### config.mk
export PLATFORM = sky130hd
export DESIGN_NAME = pc_gen
export DESIGN_NICKNAME = d
export VERILOG_FILES = /design/src/rtl/pc_gen.sv
export SDC_FILE = /design/constraint.sdc
export NUM_CORES = 1
export LEC_CHECK = 0
export CAP_MARGIN = 15
export CORE_MARGIN = 1.5
export CORE_UTILIZATION = 35
export CTS_CLUSTER_DIAMETER = 120
export DETAILED_ROUTE_END_ITERATION = 12
export GPL_ROUTABILITY_DRIVEN = 0
export MAX_ROUTING_LAYER = met4
export PLACE_DENSITY = 0.57
export SLEW_MARGIN = 10
export SYNTH_ARGS = -nofsm -noshare
export SYNTH_HDL_FRONTEND = slang
export SYNTH_SLANG_ARGS = --single-unit
### constraint.sdc
create_clock -name clk -period 5.3 [get_ports clk]
set_clock_uncertainty 0.2 [all_clocks]
set_input_delay 1.06 -clock clk [delete_from_list [all_inputs] [get_ports clk]]
set_output_delay 1.06 -clock clk [all_outputs]
set_load 0.03 [all_outputs]
### src/rtl/pc_gen.sv
// pc_gen: program-counter generator with a small return-address stack.
//
// Picks the next PC by fixed priority: trap > ret > jump > branch_taken >
// stall > sequential (PC+4). The PC is registered, so inputs take effect
// one cycle after they are sampled. A call together with a winning jump or
// branch pushes PC+4 onto a circular RAS. When a push finds the RAS full,
// it overwrites the oldest entry.
//
// Ports
//   clk, rst        clock, asynchronous active-high reset
//   stall           hold PC when no redirect is requested
//   branch_taken    redirect to pc + branch_offset (signed)
//   jump            redirect to jump_target
//   call            push PC+4 when a jump or branch redirect wins
//   ret             redirect to RAS top and pop (PC+4 if the RAS is empty)
//   trap            redirect to trap_vector and flush the RAS
//   pc              registered current PC
//   ras_empty/full  RAS occupancy flags
//   ras_overflow    one-cycle pulse: a push overwrote the oldest entry
//   ras_underflow   one-cycle pulse: ret found the RAS empty
//   misaligned      one-cycle pulse: a loaded redirect target had bits [1:0] != 0
module pc_gen #(
  parameter int                XLEN         = 32,
  parameter logic [XLEN-1:0]   RESET_VECTOR = '0,
  parameter int                RAS_DEPTH    = 4
) (
  input  logic            clk,
  input  logic            rst,
  input  logic            stall,
  input  logic            branch_taken,
  input  logic [XLEN-1:0] branch_offset,
  input  logic            jump,
  input  logic [XLEN-1:0] jump_target,
  input  logic            call,
  input  logic            ret,
  input  logic            trap,
  input  logic [XLEN-1:0] trap_vector,
  output logic [XLEN-1:0] pc,
  output logic            ras_empty,
  output logic            ras_full,
  output logic            ras_overflow,
  output logic            ras_underflow,
  output logic            misaligned
);

  localparam int PW = $clog2(RAS_DEPTH);
  localparam int CW = PW + 1;
  localparam logic [CW-1:0] DEPTH_C = CW'(RAS_DEPTH);

  logic [XLEN-1:0] ras_mem [RAS_DEPTH];
  logic [PW-1:0]   top;
  logic [CW-1:0]   count;

  logic [XLEN-1:0] pc_plus4;
  logic [XLEN-1:0] target;
  logic [XLEN-1:0] pc_next;
  logic [PW-1:0]   top_inc;
  logic            redirect;
  logic            push;
  logic            pop;
  logic            underflow;

  assign pc_plus4  = pc + XLEN'(4);
  assign top_inc   = top + 1'b1;
  assign ras_empty = (count == '0);
  assign ras_full  = (count == DEPTH_C);

  always_comb begin
    redirect  = 1'b0;
    target    = '0;
    pc_next   = pc_plus4;
    push      = 1'b0;
    pop       = 1'b0;
    underflow = 1'b0;
    if (trap) begin
      redirect = 1'b1;
      target   = trap_vector;
    end else if (ret) begin
      redirect = 1'b1;
      if (!ras_empty) begin
        target = ras_mem[top];
        pop    = 1'b1;
      end else begin
        target    = pc_plus4;
        underflow = 1'b1;
      end
    end else if (jump) begin
      redirect = 1'b1;
      target   = jump_target;
      push     = call;
    end else if (branch_taken) begin
      redirect = 1'b1;
      target   = pc + branch_offset;
      push     = call;
    end else if (stall) begin
      pc_next = pc;
    end
    if (redirect)
      pc_next = {target[XLEN-1:2], 2'b00};
  end

  always_ff @(posedge clk or posedge rst) begin
    if (rst) begin
      pc            <= RESET_VECTOR;
      top           <= '0;
      count         <= '0;
      ras_overflow  <= 1'b0;
      ras_underflow <= 1'b0;
      misaligned    <= 1'b0;
    end else begin
      pc            <= pc_next;
      ras_overflow  <= push && ras_full;
      ras_underflow <= underflow;
      misaligned    <= redirect && (target[1:0] != 2'b00);
      if (trap) begin
        count <= '0;
      end else if (pop) begin
        top   <= top - 1'b1;
        count <= count - CW'(1);
      end else if (push) begin
        top <= top_inc;
        if (!ras_full)
          count <= count + CW'(1);
      end
    end
  end

  // Entry storage has no reset so that reset leaves the contents untouched.
  // A push in flight while rst is high is dropped.
  always_ff @(posedge clk) begin
    if (push && !rst)
      ras_mem[top_inc] <= pc_plus4;
  end

endmodule

==> metrics.yaml <==
outcome: "completed"
rsz0062_at_grt: "false"
max-vdd-ir-drop_mv: 0.1947
core_um2: 25180
slew_viol_final: 0
syn_avg_cell_area_um2: 11.65
crit_path_start: "count[0]$_DFFE_PP0P_"
r2r_slack_ns: 1.77
crit_end: "ras_empty"
drt.antenna.violating_nets: 0
cts_htree_levels: 4
cts.reportedPaths.clkPinSlew_ns: 0.06
overflow: 0
grt_pass1_vias: 7026
crit_fanout: 15
drv_cap: 0
wl_mm: 28.26
cp.required_ns: 4.04
pwr-share-clk_pct: 26.5
netlist-cell-type-count: 68
portBuffers: 138
diodes: 0
cts_buffer_depth: 2
clock-sinks: 158
setup-tns-final_ns: 0
dieArea_um2: 26640
ios: 141
dp_hpwl_mm: 21.06
min_path_type: "reg2reg"
p_comb_share_pct: 38.3
mostFrequentLayoutCell: "clkdlybuf4s50_1"
setup_viol: 0
rows: 58
cts_inserted_buffers: 17
postPlaceCellArea_um2: 10780
synth_seq_cells: 158
drive_gt1_share_pct: 11.03
synth_ff_type: "edfxtp_1"
r2r_cells: 9
vias_per_cell: 5.616
period_share_pct: 74.33
design_area_um2: 11410
drt_iter0_markers: 643
power_mw: 4.889
cts_resized: 0
grt_pass1_wl_mm: 42.48
syn_area_um2: 8984
power_density_nw_per_um2: 428.6
hold_buffers: 0
synth_async_sr_flop_share_pct: 24.05
grt_max_degree: 44
swShare_pct: 37.05
internal_power_mw: 3.078
clk_latency_ns: 0.42
fmax_mhz: 253.8
r2r-end: "pc[25]$_DFFE_PP0P_"
drc: 0
routedWlPerCell_um: 22.52
seq_area_frac_synth_pct: 50.70
r2r-start: "count[0]$_DFFE_PP0P_"
hold_violations: 0
p_seq_share_pct: 35.2
hold_path_depth: 2
final_cell_mix: "clkdlybuf4s50_1, edfxtp_1, nand2_1"
drt_first_pass_iters: 5
synth_edf_count: 120
switching_power_mw: 1.811
nNetsFinal: 1051
p_leak_nw: 4.115
vias: 7048
finalNonFillerCells: 1255
track_usage_pct: 22.33
endpoint_kind: "output pin"
worstSetupPathType: "reg2out"
startpoint_type: "flop"
cts_setup_buffers: 0
min_period_ns: 3.939
maxSlewHeadroom_pct: 36.75
area_growth_pct: 26.96
ys_warn_count: 0
dieHeight_um: 163.2
fillerInstances: 2258
tightest_slew_ns: 0.9488
tritoncts: "built"
cts-root-buf: "clkbuf_16"
initial_utilization_pct: 35.68
fp.dieW_um: 163.2
antenna_found_initial: 0
dp.cells: 1223
syn-instance-count: 771
crit_arrival_ns: 2.68
-- worst min path at each step --
stage / slack, ns / endpoint / startpoint
after global routing: 0.40 / count[1]$_DFFE_PP0P_ / count[1]$_DFFE_PP0P_
after floorplan: 0.30 / count[2]$_DFFE_PP0P_ / count[2]$_DFFE_PP0P_
after global placement: 0.33 / count[2]$_DFFE_PP0P_ / count[2]$_DFFE_PP0P_
after CTS: 0.37 / count[2]$_DFFE_PP0P_ / count[2]$_DFFE_PP0P_
after detailed placement: 0.36 / count[2]$_DFFE_PP0P_ / count[2]$_DFFE_PP0P_
final: 0.37 / count[2]$_DFFE_PP0P_ / count[2]$_DFFE_PP0P_
-- power by group through the flow --
stage / sequential, mW / combinational, mW / clock, mW
after CTS: 1.72 / 1.87 / 1.31
after global routing: 1.74 / 2.02 / 1.37
after detailed placement: 1.75 / 1.86 / 0
after global placement: 1.75 / 1.86 / 0
after floorplan: 1.76 / 1.17 / 0
final: 1.72 / 1.87 / 1.30
-- metal layers --
layer | share of wire (%) | routed length, um | GRT usage [%]
met1 | 45 | 12690 | 30.56
met2 | 47 | 13380 | 34.51
met3 | 5.9 | 1664 | 3.377
met4 | 1.8 | 517 | 6.214
met5 | 0 | 0 | -
-- stage by stage --
step                      worst slack (ns)  hold slack [ns]  util, %
after detailed placement             1.168           0.3568    42.82
after global routing                 1.186           0.4047    45.29
after CTS                            1.268           0.3718    45.29
after global placement               1.203           0.3284    42.82
after floorplan                      1.907           0.2994        -
final                                1.361           0.3679    45.29
-- critical path, cell delays in order, from the launching register on --
cell,delay (ns)
dfrtp_1,0.43
or3_1,0.56
clkinv_1,0.54
clkdlybuf4s50_1,0.73
-- cells in the mapped netlist, types with 6 or more instances --
library cell	number	area (um2)
buf_2	6	30.03
nand4_1	8	50.05
nand2_1	63	236.5
mux4_2	30	675.7
nor2_1	57	214.0
clkbuf_1	30	112.6
nor2b_1	8	50.05
nand3_1	29	145.1
ha_1	34	425.4
xor2_1	27	236.5
edfxtp_1	120	3603
o21ai_0	35	175.2
a21o_1	11	82.58
nor3_1	18	90.09
xnor2_1	39	341.6
and2_1	10	62.56
a221oi_1	17	148.9
inv_1	19	71.32
nand2b_1	6	37.54
a221o_1	13	130.1
o21a_1	7	52.55
o22ai_1	12	75.07
or3_1	7	43.79
a211oi_1	7	52.55
dfrtp_1	38	950.9
a21oi_1	39	195.2
-- flip-flops by register name, summed over array words and instances (netlist names) --
register	count
misaligned	1
ras_underflow	1
top	2
pc	30
ras_overflow	1
ras_mem	120
count	3
-- cell type report --
type                            count  area [um2]  area share (%)
Sequential cell                   158        4556           39.94
Multi-Input combinational cell    554        4193           36.76
Timing Repair Buffer              160        1541           13.51
Clock buffer                       17       425.4           3.730
Tap cell                          330       412.9           3.620
Clock inverter                     15       198.9           1.744
Inverter                           21       78.83          0.6911
-- cells by family (layout without fill, tap and decap cells) --
group	Yosys count	count (layout)	share of synthesized area, %
AOI/OAI and AO/OA	194	194	15.32
xor gates and xnor gates	67	67	6.616
adders and majority gates	35	35	4.958
buffers and inverters	60	213	2.674
DFF	158	158	50.70
muxes	34	34	7.981
other	1	2	0.04174
and+or+nand+nor	222	222	11.71
No activity file was read; power rests on OpenSTA's default activity.
